**config.mk**
```make
export PLATFORM = sky130hd
export DESIGN_NAME = ysyx_22040125_divider
export DESIGN_NICKNAME = d
export VERILOG_FILES = /design/src/rtl/ysyx_22040125_pkg.sv /design/src/rtl/ysyx_22040125_div_step.sv /design/src/rtl/ysyx_22040125_divider.sv
export SDC_FILE = /design/constraint.sdc
export NUM_CORES = 1
export LEC_CHECK = 0
export CAP_MARGIN = 20
export CORE_AREA = 2 2 233 235
export CTS_BUF_LIST = sky130_fd_sc_hd__clkbuf_8 sky130_fd_sc_hd__clkbuf_16
export CTS_CLUSTER_SIZE = 8
export DETAILED_ROUTE_END_ITERATION = 8
export DIE_AREA = 0 0 235 237
export PLACE_DENSITY = 0.62
export SETUP_SLACK_MARGIN = 0.4
export SLEW_MARGIN = 20
export SYNTH_ARGS = -nofsm -noshare
export SYNTH_HDL_FRONTEND = slang
export SYNTH_SLANG_ARGS = --single-unit
```
**constraint.sdc**
```tcl
create_clock -name clk -period 10.6 [get_ports clk]
set_input_delay 2.12 -clock clk [delete_from_list [all_inputs] [get_ports clk]]
set_output_delay 2.12 -clock clk [all_outputs]
set_load 0.05 [all_outputs]
```
**src/rtl/ysyx_22040125_pkg.sv**
```systemverilog
// Shared widths, FSM encoding and M-extension divide op encodings
// for the iterative divider.
package ysyx_22040125_pkg;

    localparam int XLEN  = 64;
    localparam int CNT_W = 7;

    typedef enum logic [1:0] {
        S_IDLE = 2'd0,
        S_CALC = 2'd1,
        S_DONE = 2'd2
    } div_state_e;

    // Encoding is {word, rem, unsigned}
    typedef enum logic [2:0] {
        OP_DIV   = 3'b000,
        OP_DIVU  = 3'b001,
        OP_REM   = 3'b010,
        OP_REMU  = 3'b011,
        OP_DIVW  = 3'b100,
        OP_DIVUW = 3'b101,
        OP_REMW  = 3'b110,
        OP_REMUW = 3'b111
    } div_op_e;

    function automatic logic is_word(input div_op_e op);
        return op[2];
    endfunction

    function automatic logic is_rem(input div_op_e op);
        return op[1];
    endfunction

    function automatic logic [XLEN-1:0] sext32(input logic [31:0] v);
        return {{(XLEN-32){v[31]}}, v};
    endfunction

endpackage

```
**src/rtl/ysyx_22040125_div_step.sv**
```systemverilog
// One radix-2 restoring division step: shift in the next dividend bit,
// trial-subtract the divisor and emit one quotient bit.
module ysyx_22040125_div_step
    import ysyx_22040125_pkg::*;
(
    input  logic [XLEN-1:0] rem_i,
    input  logic [XLEN-1:0] quo_i,
    input  logic [XLEN-1:0] dsr_i,
    output logic [XLEN-1:0] rem_o,
    output logic [XLEN-1:0] quo_o
);

    logic [XLEN:0] shifted;
    logic [XLEN:0] diff;

    // Partial remainder is below the divisor, so one extra bit is enough.
    assign shifted = {rem_i, quo_i[XLEN-1]};
    assign diff    = shifted - {1'b0, dsr_i};

    assign rem_o = diff[XLEN] ? shifted[XLEN-1:0] : diff[XLEN-1:0];
    assign quo_o = {quo_i[XLEN-2:0], ~diff[XLEN]};

endmodule

```
**src/rtl/ysyx_22040125_divider.sv**
```systemverilog
// RV64M iterative divider: DIV/DIVU/REM/REMU and *W variants,
// one quotient bit per cycle with valid/ready handshakes.
module ysyx_22040125_divider
    import ysyx_22040125_pkg::*;
(
    input  logic            clk,
    input  logic            rst,
    input  logic            in_valid,
    output logic            in_ready,
    input  logic            flush,
    input  logic            op_signed,
    input  logic            op_word,
    input  logic            op_rem,
    input  logic [XLEN-1:0] dividend,
    input  logic [XLEN-1:0] divisor,
    output logic            out_valid,
    input  logic            out_ready,
    output logic [XLEN-1:0] result
);

    div_state_e       state_q;
    div_op_e          op_q;
    logic             special_q;
    logic             qneg_q;
    logic             rneg_q;
    logic [CNT_W-1:0] cnt_q;
    logic [CNT_W-1:0] lim_q;
    logic [XLEN-1:0]  rem_q;
    logic [XLEN-1:0]  quo_q;
    logic [XLEN-1:0]  dsr_q;
    logic [XLEN-1:0]  res_q;

    logic [XLEN-1:0]  a_ext;
    logic [XLEN-1:0]  b_ext;
    logic [XLEN-1:0]  a_abs;
    logic [XLEN-1:0]  b_abs;
    logic [XLEN-1:0]  min_v;
    logic [XLEN-1:0]  spec_v;
    logic             a_neg;
    logic             b_neg;
    logic             div_zero;
    logic             ovf;
    logic [XLEN-1:0]  step_rem;
    logic [XLEN-1:0]  step_quo;
    logic [XLEN-1:0]  fin_raw;
    logic [XLEN-1:0]  fin;

    assign a_ext = !op_word ? dividend
                 : op_signed ? sext32(dividend[31:0])
                 : {32'b0, dividend[31:0]};
    assign b_ext = !op_word ? divisor
                 : op_signed ? sext32(divisor[31:0])
                 : {32'b0, divisor[31:0]};

    assign a_neg = op_signed & a_ext[XLEN-1];
    assign b_neg = op_signed & b_ext[XLEN-1];
    assign a_abs = a_neg ? -a_ext : a_ext;
    assign b_abs = b_neg ? -b_ext : b_ext;

    assign min_v    = op_word ? 64'hFFFF_FFFF_8000_0000
                              : 64'h8000_0000_0000_0000;
    assign div_zero = (b_ext == '0);
    assign ovf      = op_signed && (a_ext == min_v) && (b_ext == '1);

    // Special-case answers bypass the iteration entirely
    assign spec_v = div_zero ? (op_rem ? a_ext : '1)
                             : (op_rem ? '0 : a_ext);

    ysyx_22040125_div_step u_step (
        .rem_i (rem_q),
        .quo_i (quo_q),
        .dsr_i (dsr_q),
        .rem_o (step_rem),
        .quo_o (step_quo)
    );

    assign fin_raw = special_q    ? quo_q
                   : is_rem(op_q) ? (rneg_q ? -rem_q : rem_q)
                   : (qneg_q ? -quo_q : quo_q);
    assign fin = is_word(op_q) ? sext32(fin_raw[31:0]) : fin_raw;

    always_ff @(posedge clk or posedge rst) begin
        if (rst) begin
            state_q   <= S_IDLE;
            op_q      <= OP_DIV;
            special_q <= 1'b0;
            qneg_q    <= 1'b0;
            rneg_q    <= 1'b0;
            cnt_q     <= '0;
            lim_q     <= '0;
            rem_q     <= '0;
            quo_q     <= '0;
            dsr_q     <= '0;
            res_q     <= '0;
        end else if (flush) begin
            state_q <= S_IDLE;
        end else begin
            unique case (state_q)
                S_IDLE: begin
                    if (in_valid) begin
                        state_q   <= S_CALC;
                        op_q      <= div_op_e'({op_word, op_rem, !op_signed});
                        special_q <= div_zero | ovf;
                        qneg_q    <= a_neg ^ b_neg;
                        rneg_q    <= a_neg;
                        cnt_q     <= '0;
                        rem_q     <= '0;
                        dsr_q     <= b_abs;
                        if (div_zero | ovf) begin
                            lim_q <= '0;
                            quo_q <= spec_v;
                        end else if (op_word) begin
                            lim_q <= 7'd32;
                            quo_q <= {a_abs[31:0], 32'b0};
                        end else begin
                            lim_q <= 7'd64;
                            quo_q <= a_abs;
                        end
                    end
                end
                S_CALC: begin
                    if (cnt_q == lim_q) begin
                        res_q   <= fin;
                        state_q <= S_DONE;
                    end else begin
                        rem_q <= step_rem;
                        quo_q <= step_quo;
                        cnt_q <= cnt_q + 7'd1;
                    end
                end
                S_DONE: begin
                    if (out_ready) begin
                        state_q <= S_IDLE;
                    end
                end
                default: state_q <= S_IDLE;
            endcase
        end
    end

    assign in_ready  = (state_q == S_IDLE);
    assign out_valid = (state_q == S_DONE);
    assign result    = res_q;

endmodule
```
==> results.yml, run 1 <==
grt:
  grt_max_degree: 105
  grt_pass1_wl_um: 151000
  grt_usage: 0.3509
  gr-total-overflow: 0
  antenna_found_initial: 1
  grt_pass1_vias: 23941
yosys:
  synth_ff_type: "dfrtp_1"
  async_flop_share: 1.000
  yosys_warnings: 0
  synth_cell_types: 89
  netlist_instances: 3196
  syn_area_um2: 23720
  syn_avg_cell_area_um2: 7.421
  synth_edf_count: 0
  ys_ff_latch: 272
  yosysSeqAreaShare: 0.2870
  syn_nets: 3404
layout:
  final_nets: 3476
  design_area_um2: 27250
  drive_above_1_share: 0.04576
  fin_cells: 3975
  nFillCells: 5230
  syn_to_final_growth_pct: 14.92
sta:
  fmax_ghz: 0.1540
  tightestPinTransition_ns: 1.120
  clock_skew_ns: 0.03872
  whs_ns: 0.4668
  relSlewSlack: 0.2517
  setup_slack_ns: 4.108
  final_hold_viol_count: 0
  rsz0062_at_grt: "false"
  setup_viol: 0
  finalMaxSlewViolations: 0
  post-route-min-period_ns: 6.492
  finalCritPeriodShare: 0.6124
  tns_ns: 0
place:
  port_buffers: 201
  dp.cells: 3920
  dpl_cell_area_um2: 26120
  finalWeightedCongestion: 1.001
  dp_hpwl_um: 76540
  place_ws_ns: 3.666
min_path:
  hold_depth: 2
  min_delay_worst_endpoint: "result[46]"
  hp-class: "reg2reg"
  min-delay-start: "result[46]"
clock_network:
  cts_tree: "yes"
  insertion_delay_ns: 0.58
  htreeDepth: 2
  path_clk_slew_ns: 0.05
  post-cts-setup-buffers: 0
  hold_buffers: 0
  cts_resized: 0
  cts_inserted_buffers: 41
  cts_buffer_depth: 3
  cts.sinks: 272
  root_buffer: "clkbuf_16"
job:
  maxCapViolCount: 0
critical_path:
  r2r_setup_slack_ns: 5.69
  rr_startpoint: "quo_q[63]"
  cp_cell_sequence: "clkdlybuf4s50_1 -> and3_1 -> o22ai_1 -> or4_1 -> a2111oi_2 -> a32oi_2 -> buf_4 -> nand2_1 -> o21ai_0 -> nand2_1 -> a31oi_1 -> a221o_1"
  cpPeakStageDelay_ns: 0.85
  r2r_cells: 15
  cp.arrival_ns: 6.92
  end_kind: "flop"
  cp_slowest_cell: "nand2_1"
  critPathKind: "in2reg"
  crit_top_cell: "nand2_1"
  reg2reg_to: "quo_q[0]"
  cp_max_fo: 31
  start_kind: "input pin"
  required_ns: 11.03
floorplanning:
  start_util: 0.4451
  core_area_um2: 53280
  dieArea_um2: 55700
  dieWidth_um: 235
  ios: 202
  rows: 85
  die_h_um: 237
power_and_ir_drop:
  power.clock.fraction: 0.116
  p_int_mw: 4.515
  ir_worst_vdd_v: 0.0003248
  p_leak_nw: 11.06
  swShare: 0.5576
  power_density_nw_per_um2: 374.5
  switchingPower_mw: 5.691
  combPwrFrac: 0.660
  seqPwrFrac: 0.224
drt:
  antenna_left: 0
  drc: 0
  post_drt_wl_per_cell_um: 25.41
  dr_total_vias: 25978
  viasPerCell: 6.535
  drt-initial-drc-count: 3203
  finalWirelength_um: 101000
  firstDrtPassIters: 6
status:
  run_status: "completed"
## cell families after synthesis
kind of cell | after synthesis | share of synthesized area
adder cells (fa/ha/maj) | 72 | 0.03830
flip-flops | 272 | 0.2870
XOR/XNOR | 237 | 0.08752
AND/OR/NAND/NOR | 1140 | 0.2312
buffers and inverters | 348 | 0.05555
AO/OA/AOI/OAI | 1114 | 0.2947
multiplexers | 13 | 0.005698
## Yosys cell counts, types with 7 or more instances
cell type	count	area share
dfrtp_1	272	0.29
a221oi_1	7	0.0026
nor4_1	36	0.0095
a21oi_1	303	0.064
or3_1	48	0.013
clkbuf_1	182	0.029
nand2_1	379	0.060
a221o_1	11	0.0046
nand3_1	104	0.022
and2_1	11	0.0029
o22ai_1	32	0.0084
o221ai_1	12	0.0044
o21a_1	10	0.0032
ha_1	71	0.037
xnor2_1	121	0.045
o31ai_1	57	0.018
or2_2	18	0.0047
a22oi_1	37	0.012
a32oi_1	18	0.0066
nor3b_1	11	0.0035
nand4_1	34	0.0090
nand2b_1	30	0.0079
o211ai_1	44	0.014
o31a_1	8	0.0030
and3_1	17	0.0045
a21o_1	39	0.012
nor2b_1	22	0.0058
inv_1	137	0.022
o2111ai_1	7	0.0026
buf_2	9	0.0019
o21ai_0	318	0.067
nor3_1	78	0.016
a31oi_1	40	0.011
mux2i_1	9	0.0038
o41ai_1	21	0.0078
o21bai_1	13	0.0041
a211oi_1	29	0.0092
nor2_1	276	0.044
o311ai_0	57	0.021
xor2_1	116	0.043
or4_1	30	0.0095
nand3b_1	8	0.0025
buf_1	19	0.0030
## stage by stage
stage / power [mW] / utilization
after floorplan: 6.649 / -
final: 10.21 / 0.5115
after global placement: 8.743 / 0.4901
after CTS: 10.07 / 0.5110
after global routing: 10.87 / 0.5115
after detailed placement: 8.843 / 0.4901
## final cells by class
type,count,area [um2],share of cell area
repair buffers,239,2302,0.08447
multi-input cells,2576,15630,0.5735
well taps,696,870.8,0.03195
diodes,1,2.502,0.00009181
flip-flops and latches,272,6809,0.2498
inverters,138,525.5,0.01928
clock buffers,44,1067,0.03916
clock inverters,9,46.29,0.001699
## cells in the final DEF (no fill, tap or decap), types with 104 or more instances in the layout
master,instances
a21oi_1,303
clkdlybuf4s50_1,200
dfrtp_1,270
inv_1,141
nand2_1,377
nand3_1,104
nor2_1,273
o21ai_0,318
xnor2_1,121
xor2_1,116
## how the worst max path moves through the flow
stage	endpoint	slack, ns	start	depth (start not counted)
after global placement	quo_q[28]	3.73	op_signed	12
after detailed placement	quo_q[28]	3.67	op_signed	12
final	quo_q[28]	4.11	op_signed	12
after global routing	quo_q[11]	3.88	op_signed	11
after floorplan	cnt_q[0]	0.98	rst	1
after CTS	quo_q[28]	4.24	op_signed	12
## power groups by stage
stage	clock network, mW	registers (mW)	logic, mW
6_report	1.19	2.28	6.74
5_1_grt	1.25	2.33	7.29
4_1_cts	1.21	2.25	6.61
3_5_place_dp	0	2.26	6.58
3_3_place_gp	0	2.23	6.51
2_1_floorplan	0	2.25	4.40
## sequential cells by signal (all words and copies together), names as in the netlist
signal / count
cnt_q: 7
op_q: 2
lim_q: 2
state_q: 2
qneg_q: 1
result: 64
special_q: 1
quo_q: 64
rneg_q: 1
dsr_q: 64
rem_q: 64
## worst max-delay path, delay by kind of cell
kind | cells | cell delay [ns]
buf+inv | 2 | 1.10
compound gates | 6 | 1.52
simple gates | 4 | 2.16
## routing by layer
metal  global-route usage  vias up  part of all wire
met5                    0        -                 0
met2               0.5086     1401              0.42
met3              0.06202      196             0.098
met1               0.5127    12547              0.44
met4               0.1431        0             0.045
li1                     -    11834                 -
Power figures use the tool's default switching activity.
==> run 2: changes to the inputs <==
==> constraint.sdc (replaced) <==
create_clock -name clk -period 6.25 [get_ports clk]
set_input_delay 1.25 -clock clk [delete_from_list [all_inputs] [get_ports clk]]
set_output_delay 1.25 -clock clk [all_outputs]
set_load 0.05 [all_outputs]
==> run 2 against run 1 <==
  * Clock power rose by 76%
  * Utilization rose by 0.43 points
  * Routed wire length up 1.7%
  * Cell area increased by 0.84%
  * Register-to-register slack worse by 4.4 ns
  * Hold slack lost 0.0028 ns
  * Critical path depth decreased by 2
  * Non-clock buffer count rose by 20
  * Count of clock-buffer cells in the layout is 4 higher
  * Die area did not move
  * Worst setup slack got worse by 3.0 ns
  * Clock skew is 0.0056 ns lower
==> results.yml, run 2 (same netlist as run 1, synthesis figures left out) <==
clock_network:
  hold_buffers: 0
  cts_buffer_depth: 3
  cts_inserted_buffers: 41
  cts_resized: 0
  post-cts-setup-buffers: 0
  root_buffer: "clkbuf_16"
  path_clk_slew_ns: 0.05
  cts_tree: "yes"
  insertion_delay_ns: 0.57
  htreeDepth: 2
  cts.sinks: 272
floorplanning:
  dieWidth_um: 235
  dieArea_um2: 55700
  die_h_um: 237
  start_util: 0.4451
  core_area_um2: 53280
  ios: 202
  rows: 85
layout:
  layout_common_cells: "nand2_1, o21ai_0, a21oi_1"
  final_common_cell: "nand2_1"
  syn_to_final_growth_pct: 15.89
  fin_cells: 3997
  drive_above_1_share: 0.05152
  final_nets: 3496
  design_area_um2: 27490
grt:
  grt_usage: 0.3574
  antenna_found_initial: 5
  grt_pass1_wl_um: 153600
  grt_max_degree: 118
  grt_pass1_vias: 23752
  gr-total-overflow: 0
job:
  maxCapViolCount: 0
sta:
  post-route-min-period_ns: 5.106
  final_hold_viol_count: 0
  tightestPinTransition_ns: 1.300
  relSlewSlack: 0.1109
  setup_viol: 0
  tns_ns: 0
  fmax_ghz: 0.1959
  finalCritPeriodShare: 0.8169
  finalMaxSlewViolations: 0
  clock_skew_ns: 0.03316
  rsz0062_at_grt: "false"
drt:
  firstDrtPassIters: 7
  antenna_left: 0
  dr_total_vias: 25807
  post_drt_wl_per_cell_um: 25.70
  top_layer_used: "met4"
  route.met2.wl_um: 42920
  drc: 0
  wl_met3_um: 9450
  finalWirelength_um: 102700
  drt-initial-drc-count: 2975
  wirelength_met1_um: 46200
  viasPerCell: 6.457
place:
  dpl_cell_area_um2: 26300
  dp.cells: 3941
  port_buffers: 201
  finalWeightedCongestion: 0.9773
  dp_hpwl_um: 79300
critical_path:
  cp_num_buf_inv: 1
  end_kind: "flop"
  cp_slowest_cell: "clkdlybuf4s50_1"
  cp.arrival_ns: 5.54
  critPathKind: "in2reg"
  cpPeakStageDelay_ns: 0.66
  crit_top_cell: "or4_1"
  cp_cell_sequence: "clkdlybuf4s50_1 -> nand4b_1 -> or4_1 -> or4_1 -> a2111oi_2 -> a32oi_2 -> and2_1 -> a31oi_1 -> a21oi_1 -> a221o_1"
  cp_max_fo: 20
  startpoint: "dividend[30]"
  start_kind: "input pin"
  cp_top_family: "simple AND/OR/NAND/NOR gates"
  required_ns: 6.69
  rr_startpoint: "quo_q[63]"
min_path:
  hp-class: "reg2reg"
  min-delay-start: "result[35]"
power_and_ir_drop:
  finalPower_mw: 17.44
  p_int_mw: 7.748
  ir_worst_vdd_v: 0.0004393
  combPwrFrac: 0.659
  seqPwrFrac: 0.222
  p_leak_nw: 11.20
  switchingPower_mw: 9.696
  power_density_nw_per_um2: 634.7
  swShare: 0.5558
  power.clock.fraction: 0.120
status:
  run_status: "completed"
run 2: path summary, 6_finish.rpt:
check	endpoint	slack, ns	cells past startpoint
min in group asynchronous	rem_q[22]	1.18	3
max in group asynchronous	op_q[1]	3.77	4
hold / removal	result[35]	0.46	2
setup / recovery	quo_q[1]	1.14	10
hold reg to reg	result[35]	0.46	2
setup reg to reg	rem_q[41]	1.30	15
run 2: final cells by class:
cell class,count,area (um2)
Clock buffer,48,1134
Tap cell,696,870.8
Fill cell,5216,25800
Multi-Input combinational cell,2576,15620
Antenna cell,1,2.502
Timing Repair Buffer,259,2486
Inverter,138,521.8
Sequential cell,272,6809
Clock inverter,7,38.79
run 2: worst reg2reg max path: cells and delay by family (launching register included):
| kind | cells | cell delay (ns) |
|---|---|---|
| buf+inv | 3 | 0.78 |
| compound gates | 8 | 2.45 |
| mux | 1 | 0.30 |
| fa+ha+maj | 2 | 0.64 |
| simple gates | 1 | 0.19 |
| flops | 1 | 0.46 |
run 2: metrics by stage:
stage	util	setup slack [ns]	hold WS, ns
after global placement	0.4937	0.7554	0.4532
after floorplan	-	1.405	0.4485
after CTS	0.5157	1.241	0.4656
after global routing	0.5158	1.074	0.5026
final	0.5158	1.144	0.4640
after detailed placement	0.4937	0.6654	0.4552
run 2: power groups by stage:
stage          Combinational [mW]  Clock (mW)  Sequential, mW
2_1_floorplan                7.46           0            3.82
3_5_place_dp                 11.2           0            3.82
6_report                     11.5        2.09            3.87
4_1_cts                      11.3        2.12            3.80
5_1_grt                      12.5        2.19            3.94
3_3_place_gp                 11.1           0            3.78
run 2: routing by layer:
| metal | track usage | vias to the layer above |
|---|---|---|
| met5 | 0 | - |
| met4 | 0.1325 | 0 |
| met3 | 0.05782 | 178 |
| met2 | 0.5196 | 1333 |
| met1 | 0.5292 | 12423 |
| li1 | - | 11873 |
